<file path="src/rtl/hazard_controller_pkg.sv">
// Shared pipeline definitions: hazard-controller state encoding, default
// sizing constants and the load-use hazard predicate. The forwarding unit
// imports the same package.
package hazard_controller_pkg;

    typedef enum logic [1:0] {
        RUN     = 2'd0,
        LUSTALL = 2'd1,
        MEMWAIT = 2'd2,
        FAULT   = 2'd3
    } hz_state_e;

    localparam int DEF_TIMEOUT = 255;
    localparam int DEF_CNTW    = 16;
    localparam int WAITW       = 8;

    // A load in ID/EX feeds an operand the IF/ID instruction needs next cycle.
    // A store's rt is exempt: its data is forwarded late, in MEM.
    function automatic logic load_use(input logic       memrd,
                                      input logic [4:0] xrt,
                                      input logic [4:0] rs,
                                      input logic [4:0] rt,
                                      input logic       usesrt,
                                      input logic       memwr);
        return memrd && (xrt != 5'd0) &&
               ((xrt == rs) || ((xrt == rt) && usesrt && !memwr));
    endfunction

endpackage

</file>
<file path="src/rtl/hazard_controller_if.sv">
// Pipeline <-> hazard controller bundle. master = pipeline side,
// slave = hazard controller side.
interface hazard_controller_if #(
    parameter int CNTW = hazard_controller_pkg::DEF_CNTW
);
    logic            idexmemrd;
    logic [4:0]      idexrt;
    logic [4:0]      ifidrs;
    logic [4:0]      ifidrt;
    logic            ifidusesrt;
    logic            ifidmemwr;
    logic            exbranchtaken;
    logic            dmemreq;
    logic            dmemready;

    logic            pcwr;
    logic            ifidwr;
    logic            idexwr;
    logic            exmemwr;
    logic            ifidflush;
    logic            idexflush;
    logic            memwbbubble;
    logic            memerr;
    logic [CNTW-1:0] stallcnt;
    logic [CNTW-1:0] flushcnt;

    modport master (
        output idexmemrd, idexrt, ifidrs, ifidrt, ifidusesrt, ifidmemwr,
               exbranchtaken, dmemreq, dmemready,
        input  pcwr, ifidwr, idexwr, exmemwr, ifidflush, idexflush,
               memwbbubble, memerr, stallcnt, flushcnt
    );

    modport slave (
        input  idexmemrd, idexrt, ifidrs, ifidrt, ifidusesrt, ifidmemwr,
               exbranchtaken, dmemreq, dmemready,
        output pcwr, ifidwr, idexwr, exmemwr, ifidflush, idexflush,
               memwbbubble, memerr, stallcnt, flushcnt
    );
endinterface

</file>
<file path="src/rtl/hazard_controller_sat_counter.sv">
// Saturating up-counter: sticks at all-ones instead of wrapping.
module sat_counter #(
    parameter int W = 16
) (
    input  logic         clk,
    input  logic         rst,
    input  logic         clr,
    input  logic         inc,
    output logic [W-1:0] cnt
);

    // Count up on inc, hold at all-ones, synchronous clear.
    always_ff @(posedge clk or posedge rst) begin
        if (rst)
            cnt <= '0;
        else if (clr)
            cnt <= '0;
        else if (inc && (cnt != {W{1'b1}}))
            cnt <= cnt + 1'b1;
    end

endmodule

</file>
<file path="src/rtl/hazard_controller.sv">
// Pipeline hazard controller: load-use stall, taken-branch flush, data-memory
// freeze with timeout fault, plus stall/flush performance counters.
module hazard_controller
    import hazard_controller_pkg::*;
#(
    parameter int TIMEOUT = DEF_TIMEOUT,
    parameter int CNTW    = DEF_CNTW
) (
    input  logic                clk,
    input  logic                rst,
    hazard_controller_if.slave  hz
);

    localparam logic [WAITW-1:0] TO_LIM = WAITW'(TIMEOUT);

    hz_state_e        state_q, state_d;
    logic [WAITW-1:0] wait_q, wait_d;
    logic             memerr_q;
    logic             fault_set;
    logic             frz, luhaz;

    logic pcwr, ifidwr, idexwr, exmemwr;
    logic ifidflush, idexflush, memwbbubble;

    assign frz   = hz.dmemreq && !hz.dmemready;
    assign luhaz = load_use(hz.idexmemrd, hz.idexrt, hz.ifidrs, hz.ifidrt,
                            hz.ifidusesrt, hz.ifidmemwr);

    // State, dmem wait counter and sticky fault flag.
    always_ff @(posedge clk or posedge rst) begin
        if (rst) begin
            state_q  <= RUN;
            wait_q   <= '0;
            memerr_q <= 1'b0;
        end else begin
            state_q  <= state_d;
            wait_q   <= wait_d;
            memerr_q <= memerr_q | fault_set;
        end
    end

    // Next state and stage controls; freeze beats branch beats load-use.
    // MEMWAIT without a pending freeze behaves exactly like RUN.
    always_comb begin
        pcwr        = 1'b1;
        ifidwr      = 1'b1;
        idexwr      = 1'b1;
        exmemwr     = 1'b1;
        ifidflush   = 1'b0;
        idexflush   = 1'b0;
        memwbbubble = 1'b0;
        state_d     = state_q;
        wait_d      = '0;
        fault_set   = 1'b0;

        if (state_q == FAULT) begin
            pcwr        = 1'b0;
            ifidwr      = 1'b0;
            idexwr      = 1'b0;
            exmemwr     = 1'b0;
            memwbbubble = 1'b1;
        end else if (frz) begin
            pcwr        = 1'b0;
            ifidwr      = 1'b0;
            idexwr      = 1'b0;
            exmemwr     = 1'b0;
            memwbbubble = 1'b1;
            wait_d      = wait_q + 1'b1;
            if (wait_d >= TO_LIM) begin
                state_d   = FAULT;
                fault_set = 1'b1;
            end else begin
                state_d   = MEMWAIT;
            end
        end else if (hz.exbranchtaken) begin
            ifidflush = 1'b1;
            idexflush = 1'b1;
            state_d   = RUN;
        end else if (luhaz && (state_q != LUSTALL)) begin
            // One bubble per hazard: the repeat in LUSTALL is masked.
            pcwr      = 1'b0;
            ifidwr    = 1'b0;
            idexflush = 1'b1;
            state_d   = LUSTALL;
        end else begin
            state_d   = RUN;
        end
    end

    sat_counter #(.W(CNTW)) u_stallcnt (
        .clk (clk),
        .rst (rst),
        .clr (1'b0),
        .inc (!pcwr),
        .cnt (hz.stallcnt)
    );

    sat_counter #(.W(CNTW)) u_flushcnt (
        .clk (clk),
        .rst (rst),
        .clr (1'b0),
        .inc (ifidflush),
        .cnt (hz.flushcnt)
    );

    assign hz.pcwr        = pcwr;
    assign hz.ifidwr      = ifidwr;
    assign hz.idexwr      = idexwr;
    assign hz.exmemwr     = exmemwr;
    assign hz.ifidflush   = ifidflush;
    assign hz.idexflush   = idexflush;
    assign hz.memwbbubble = memwbbubble;
    assign hz.memerr      = memerr_q;

endmodule

</file>
<file path="src/flat_wrapper.sv">
// flat-port wrapper written by rule: the top's interface ports become plain ports
module hazard_controller_flat import hazard_controller_pkg::*;
#(
    parameter int TIMEOUT = DEF_TIMEOUT,
    parameter int CNTW    = DEF_CNTW
)
  (clk, rst, hz_idexmemrd, hz_idexrt, hz_ifidrs, hz_ifidrt, hz_ifidusesrt, hz_ifidmemwr, hz_exbranchtaken, hz_dmemreq, hz_dmemready, hz_pcwr, hz_ifidwr, hz_idexwr, hz_exmemwr, hz_ifidflush, hz_idexflush, hz_memwbbubble, hz_memerr, hz_stallcnt, hz_flushcnt);
  hazard_controller_if #(.CNTW(CNTW)) hz_i ();
  input  logic clk;
  input  logic rst;
  input wire logic [$bits(hz_i.idexmemrd)-1:0] hz_idexmemrd;
  input wire logic [$bits(hz_i.idexrt)-1:0] hz_idexrt;
  input wire logic [$bits(hz_i.ifidrs)-1:0] hz_ifidrs;
  input wire logic [$bits(hz_i.ifidrt)-1:0] hz_ifidrt;
  input wire logic [$bits(hz_i.ifidusesrt)-1:0] hz_ifidusesrt;
  input wire logic [$bits(hz_i.ifidmemwr)-1:0] hz_ifidmemwr;
  input wire logic [$bits(hz_i.exbranchtaken)-1:0] hz_exbranchtaken;
  input wire logic [$bits(hz_i.dmemreq)-1:0] hz_dmemreq;
  input wire logic [$bits(hz_i.dmemready)-1:0] hz_dmemready;
  output wire logic [$bits(hz_i.pcwr)-1:0] hz_pcwr;
  output wire logic [$bits(hz_i.ifidwr)-1:0] hz_ifidwr;
  output wire logic [$bits(hz_i.idexwr)-1:0] hz_idexwr;
  output wire logic [$bits(hz_i.exmemwr)-1:0] hz_exmemwr;
  output wire logic [$bits(hz_i.ifidflush)-1:0] hz_ifidflush;
  output wire logic [$bits(hz_i.idexflush)-1:0] hz_idexflush;
  output wire logic [$bits(hz_i.memwbbubble)-1:0] hz_memwbbubble;
  output wire logic [$bits(hz_i.memerr)-1:0] hz_memerr;
  output wire logic [$bits(hz_i.stallcnt)-1:0] hz_stallcnt;
  output wire logic [$bits(hz_i.flushcnt)-1:0] hz_flushcnt;
  assign hz_i.idexmemrd = hz_idexmemrd;
  assign hz_i.idexrt = hz_idexrt;
  assign hz_i.ifidrs = hz_ifidrs;
  assign hz_i.ifidrt = hz_ifidrt;
  assign hz_i.ifidusesrt = hz_ifidusesrt;
  assign hz_i.ifidmemwr = hz_ifidmemwr;
  assign hz_i.exbranchtaken = hz_exbranchtaken;
  assign hz_i.dmemreq = hz_dmemreq;
  assign hz_i.dmemready = hz_dmemready;
  assign hz_pcwr = hz_i.pcwr;
  assign hz_ifidwr = hz_i.ifidwr;
  assign hz_idexwr = hz_i.idexwr;
  assign hz_exmemwr = hz_i.exmemwr;
  assign hz_ifidflush = hz_i.ifidflush;
  assign hz_idexflush = hz_i.idexflush;
  assign hz_memwbbubble = hz_i.memwbbubble;
  assign hz_memerr = hz_i.memerr;
  assign hz_stallcnt = hz_i.stallcnt;
  assign hz_flushcnt = hz_i.flushcnt;
  hazard_controller #(.TIMEOUT(TIMEOUT), .CNTW(CNTW)) u_core (.clk(clk), .rst(rst), .hz(hz_i));
endmodule
</file>
<file path="config.mk">
export PLATFORM = sky130hd
export DESIGN_NAME = hazard_controller_flat
export DESIGN_NICKNAME = d
export VERILOG_FILES = /design/src/rtl/hazard_controller_pkg.sv /design/src/rtl/hazard_controller_if.sv /design/src/rtl/hazard_controller_sat_counter.sv /design/src/rtl/hazard_controller.sv /design/src/flat_wrapper.sv
export SDC_FILE = /design/constraint.sdc
export NUM_CORES = 1
export LEC_CHECK = 0
export BUFFER_PORTS_ARGS = -buffer_cell sky130_fd_sc_hd__buf_2
export CAP_MARGIN = 20
export CORE_ASPECT_RATIO = 2
export CORE_MARGIN = 5
export CORE_UTILIZATION = 53
export CTS_CLUSTER_SIZE = 28
export DETAILED_ROUTE_END_ITERATION = 8
export PLACE_DENSITY = 0.82
export SYNTH_ARGS = -nofsm -noshare
export SYNTH_HDL_FRONTEND = slang
export SYNTH_HIERARCHICAL = 1
export SYNTH_SLANG_ARGS = --single-unit
</file>
<file path="constraint.sdc">
create_clock -name clk -period 2.4 [get_ports clk]
set_input_delay 0.24 -clock clk [delete_from_list [all_inputs] [get_ports clk]]
set_output_delay 0.24 -clock clk [all_outputs]
set_load 0.01 [all_outputs]
</file>
# ---- Word level (Yosys, flattened, before mapping)
# Cells that the tools add are included.
dict set report classes {
  muxes 24
  mul 0
  shift 0
  reduce_logical 13
  div 0
  n_bitwise 1
  order_cmp 1
  addsub 3
  n_eq_ne 6
}
# op n
set op_table {}
lappend op_table {{adder 16 x 1 -> 16 bit (second input constant)} 2}
lappend op_table {{!= test 16 bit (second input constant)} 2}
lappend op_table {{two-way mux 1 bit} 20}
lappend op_table {{two-way mux 8 bit} 2}
lappend op_table {{equality test 5 bit} 2}
lappend op_table {{adder 8 x 1 -> 8 bit (second input constant)} 1}
lappend op_table {{>= comparator 8 bit (second input constant)} 1}
lappend op_table {{logical AND 1 bit} 8}
lappend op_table {{nonzero test 5 bit} 1}
lappend op_table {{two-way mux 2 bit} 2}
lappend op_table {{zero test 1 bit} 3}
lappend op_table {{equality test 2 bit (second input constant)} 1}
lappend op_table {{!= test 2 x 1 -> 1 bit (second input constant)} 1}
lappend op_table {{logical OR 1 bit} 1}
lappend op_table {{bitwise OR 1 bit} 1}
dict set report totals {
  latchBits 0
  ramBits 0
  output_inout_bits 40
  mem_bits_ro 0
  memories 0
  in_bits 23
  register_bits 43
}

# ---- Depth between registers and ports, before layout
dict set report logic_depth {
  ltp_word 12
  mapped_depth 10
  mapped_depth_nobuf 9
}

# ---- Hierarchy
# Netlist, hierarchy kept.
# module instances area_each_um2 cells_each
set by_module_without_submodules {}
lappend by_module_without_submodules {sat_counter 2 932.1 101}
lappend by_module_without_submodules {hazard_controller 1 699.4 76}

# ---- Worst setup path before layout
# No wires, ideal clock.
dict set report synth_timing {
  path_type {input port to flip-flop}
  startpoint {input port hz_idexrt[4]}
  endpoint {register u_core.u_stallcnt.cnt[13]}
  n_path_buf 1
  cell_stages 9
  arrival_ps 2424
  path_slack_ps -101
  setup_time_ps 77
  cell_sequence {xor2_1 nor4_2 a21oi_1 o41ai_1 clkbuf_2 nand3_1 or4_4 or4_1 a21oi_1}
}
dict set report synth_via {
  elab_chain_cells 12
  word_cells_on_any_way 15
}
# item line_no
set synth_rtl {}
lappend synth_rtl {{start, declared} flat_wrapper.sv:12} ;# input wire logic [$bits(hz_i.idexrt)-1:0] hz_idexrt;
lappend synth_rtl {{equality test 5 bit} hazard_controller_pkg.sv:26} ;# ((xrt == rs) || ((xrt == rt) && usesrt && !memwr));
lappend synth_rtl {{logical AND 1 bit (2 in a row)} hazard_controller_pkg.sv:26}
lappend synth_rtl {{logical OR 1 bit} hazard_controller_pkg.sv:26}
lappend synth_rtl {{logical AND 1 bit *} hazard_controller_pkg.sv:25} ;# return memrd && (xrt != 5'd0) &&
lappend synth_rtl {{logical AND 1 bit *} hazard_controller.sv:79} ;# end else if (luhaz && (state_q != LUSTALL)) begin
lappend synth_rtl {{two-way mux 1 bit *} hazard_controller.sv:79}
lappend synth_rtl {{two-way mux 1 bit *} hazard_controller.sv:75} ;# end else if (hz.exbranchtaken) begin
lappend synth_rtl {{two-way mux 1 bit *} hazard_controller.sv:62} ;# end else if (frz) begin
lappend synth_rtl {{two-way mux 1 bit *} hazard_controller.sv:56} ;# if (state_q == FAULT) begin
lappend synth_rtl {{zero test 1 bit *} hazard_controller.sv:94} ;# .inc (!pcwr),
lappend synth_rtl {{logical AND 1 bit *} hazard_controller_sat_counter.sv:18} ;# else if (inc && (cnt != {W{1'b1}}))
lappend synth_rtl {{end signal, assigned} hazard_controller_sat_counter.sv:19} ;# cnt <= cnt + 1'b1;
lappend synth_rtl {{end, declared} hazard_controller_sat_counter.sv:9} ;# output logic [W-1:0] cnt
# Mark *: on every way between the ends. The rest lies on a longest branch, timed or not.
# A chain may end at the register's enable or synchronous reset.

# ---- Final worst setup path
dict set report layout_timing {
  startpoint {input port hz_idexrt[1]}
  endpoint {register u_core.u_stallcnt.cnt[13]}
}
# Same word-level chain as after synthesis.

==> run_results.csv <==
group,metric,value,unit
run_status,status,"completed",
worst_setup_path,rr_worst_depth,9,
worst_setup_path,cpMaxStageDelayCell,"or4_4",
die,num_rows,36,
worst_setup_path,crit_end,"u_core/u_stallcnt/cnt[13]",
detailed_routing,drc_errors,0,
worst_setup_path,crit_family,"simple AND/OR/NAND/NOR gates",
worst_setup_path,rr_endpoint,"u_core/u_flushcnt/cnt[13]",
cells_and_area,seq_area,1080,µm²
flow_run,maxCapViolCount,0,
synthesis,netlist_area,2560,µm²
cells_and_area,multi_input_area,1410,µm²
die,ios,63,
cts,cts_max_level,2,
detailed_routing,viasPerCell,6.02,
detailed_routing,finalWirelength,6260,µm
timing,hold_ws,276,ps
cells_and_area,finish.utilization,65.2,%
cells_and_area,final_net_count,379,
synthesis,synth.avg_cell_area,9.22,µm²
timing,finalSetupViolations,0,
global_routing,grt_pass1_wl,10500,µm
worst_setup_path,endpoint_kind,"flop",
timing,maxSlewHeadroom,57.7,%
detailed_routing,vias,2461,
worst_setup_path,path_class,"in -> reg",
cells_and_area,fillers,429,
cts,clockBufferDepth,2,
synthesis,synth_warnings,6,
worst_setup_path,crit_chain,"buf_2, xnor2_1, nand3_1, nor3_2, a21oi_1, o41ai_2, buf_4, nand3_2, or4_4, or4_1, a21oi_1",
timing,finClkSkew,3.18,ps
worst_setup_path,startpoint,"hz_idexrt[1]",
power,powerDensity,417,nW/µm²
synthesis,synth_seq_cells,43,
timing,hold_viol,0,
timing,post-route-period-util,94.6,%
worst_setup_path,worst-path-stages,11,
cells_and_area,stdcell_area,3110,µm²
die,die_area,6410,µm²
worst_hold_path,hp-class,"in -> reg",
detailed_routing,dr.pass1.iters,6,
cts,cts_setup_buffers,0,
cts,tritoncts,"done",
worst_setup_path,r2r_slack,140,ps
placement,gp_congestion,0.847,
worst_setup_path,crit_buf_inv,2,
cells_and_area,fin_cells,409,
global_routing,grt_pass1_vias,2429,
cells_and_area,drive_gt1_share,28.7,%
cts,cts_root_buf,"clkbuf_8",
worst_setup_path,max_stage_delay,450,ps
timing,period_needed,2270,ps
timing,maxClockFrequency,441,MHz
placement,placedCellCount,401,
die,fp.dieH,108,µm
cts,cts.sinks,43,
synthesis,synth_edf_count,0,
die,die_w,59.2,µm
timing,slew_violations,0,
synthesis,seq_area_frac_synth,42.0,%
global_routing,antenna_found_initial,0,
worst_setup_path,worstPathArrival,2490,ps
placement,placedInstanceArea,2990,µm²
timing,worst_slew_pin_slew,633,ps
detailed_routing,drt_iter0_drc,137,
cells_and_area,area_growth,21.4,%
global_routing,overflow,0,
detailed_routing,ant_nets,0,
global_routing,grt_max_degree,20,
die,core-area,4770,µm²
power,irDropWorstVdd,438,µV
cells_and_area,antenna_cells,0,
placement,hpwl,4740,µm
synthesis,async_flop_share,100,%
synthesis,synth_cell_types,39,
cts,worstSkewPairLatency,290,ps
worst_setup_path,rr_startpoint,"u_core/state_q[0]",
power,leakage,1.39,nW
worst_setup_path,startpoint_type,"primary input",
placement,portBuffers,62,
worst_setup_path,worst_path_most_repeated_cell,"a21oi_1",
worst_setup_path,crit_fanout,5,
worst_setup_path,cp.required,2620,ps
synthesis,synth_cells,278,
die,start_util,53.7,%
global_routing,grt_usage,20.5,%
detailed_routing,routedWlPerCell,15.3,µm
cts,clk_pin_slew,80,ps
synthesis,ys.flop_type,"dfrtp_1",
cts,cts_buffers,5,
-- power by group --
part,internal (mW),switching (mW)
Combinational,0.0416,0.0616
Clock,0.226,0.236
Sequential,0.728,0.00659
-- cell families (layout without fill, tap and decap cells) --
logic type / Yosys count / after routing / synth area share (%)
AND/OR/NAND/NOR: 128 / 128 / 30.1
AO/OA/AOI/OAI: 59 / 59 / 14.3
flip-flops: 43 / 43 / 42.0
buffers and inverters: 24 / 97 / 4.59
XOR/XNOR: 13 / 13 / 4.44
multiplexers: 6 / 6 / 2.54
adder cells (fa/ha/maj): 4 / 4 / 1.95
other: 1 / 2 / 0.146
-- area by class of cell --
cell class                      count  area share, %
Multi-Input combinational cell    212           45.2
Clock inverter                      1          0.161
Sequential cell                    43           34.6
Inverter                           14           1.69
Clock buffer                        6           2.65
Tap cell                           57           2.29
Timing Repair Buffer               76           13.4
-- synth_stat cells, types with 2 or more instances --
library cell	number	area share, %
buf_4	4	1.2
a31oi_1	2	0.49
a21oi_1	25	4.9
o21ai_0	10	2.0
o41ai_1	6	2.0
and3_1	2	0.49
o211ai_1	2	0.59
clkbuf_1	2	0.29
or4_4	2	0.88
nand4_4	2	1.7
and4_1	2	0.68
or4_2	2	0.68
o31ai_1	10	2.9
ha_1	4	2.0
mux2_2	4	1.8
nor2b_1	9	2.2
nand2_1	15	2.2
clkbuf_2	2	0.39
nor3_1	9	1.8
dlygate4sd1_1	2	0.68
nand2b_1	7	1.7
inv_1	14	2.0
nor4_1	7	1.7
nand4_1	8	2.0
nor2_1	12	1.8
xor2_1	7	2.4
mux2i_1	2	0.78
or4_1	14	4.1
nand3_1	22	4.3
dfrtp_1	43	42
or3_1	12	2.9
or3_2	2	0.59
xnor2_1	6	2.0
-- how the worst min path moves through the flow --
stage	startpoint	to	cells after the start
floorplan	rst	u_core/hz.memerr	1
global placement	rst	u_core/state_q[0]	2
detailed placement	rst	u_core/state_q[1]	2
CTS	hz_dmemready	u_core/state_q[1]	3
global route	hz_dmemready	u_core/state_q[1]	3
finish	hz_dmemready	u_core/state_q[1]	3
-- sequential cells by signal (all words and copies together), names as in the netlist --
signal,count
u_core/hz.memerr,1
u_core/u_flushcnt/cnt,16
u_core/state_q,2
u_core/u_stallcnt/cnt,16
u_core/wait_q,8
-- tightest hold or removal path: cells and delay by family --
| kind | cells | cell delay (ps) |
|---|---|---|
| and+or+nand+nor | 2 | 210 |
| buffers and inverters | 1 | 80 |
-- repair_timing --
item | 4_1_cts | 5_1_grt
gates resized for setup | 0 | 4
hold buffers | 1 | 0
setup endpoints to repair | 0 | 7
hold endpoints to repair | 11 | 0
-- cells in the final DEF (no fill, tap or decap), drive strengths merged --
master	synthesis	layout
o41a	1	1
o31ai	10	10
xnor2	6	6
nand2	15	15
dlygate4sd3	0	1
o211ai	2	2
and3	2	2
ha	4	4
a21oi	25	25
mux2	4	4
a222oi	1	1
xor2	7	7
conb	1	2
or3	14	14
a31oi	2	2
buf	4	75
nor4	8	8
nand2b	7	7
o22ai	1	1
or4	18	18
mux2i	2	2
nor2b	9	9
and4	2	2
o41ai	6	6
dfrtp	43	43
o21ai	11	11
inv	14	14
nor3	9	9
clkbuf	4	6
nand3	22	22
nor2	12	12
clkinv	0	1
nand4	10	10
-- stage by stage --
step / total power, mW / setup slack (ps) / TNS (ps)
after floorplan: 0.804 / -52.7 / -52.7
after detailed placement: 0.844 / -198 / -916
final: 1.30 / 130 / 0
after CTS: 1.31 / 91.3 / 0
after global placement: 0.840 / -134 / -470
after global routing: 1.36 / -68.4 / -209
-- routing by layer --
metal / track usage, % / wire [µm] / vias to the layer above / share of wire [%]
met3: 4.42 / 402 / 10 / 6.4
li1: - / - / 1194 / -
met1: 25.2 / 2530 / 1172 / 40
met5: 0 / 0 / - / 0
met2: 33.8 / 3230 / 85 / 52
met4: 8.27 / 102 / 0 / 1.6
(Power assumes the default switching activity.)
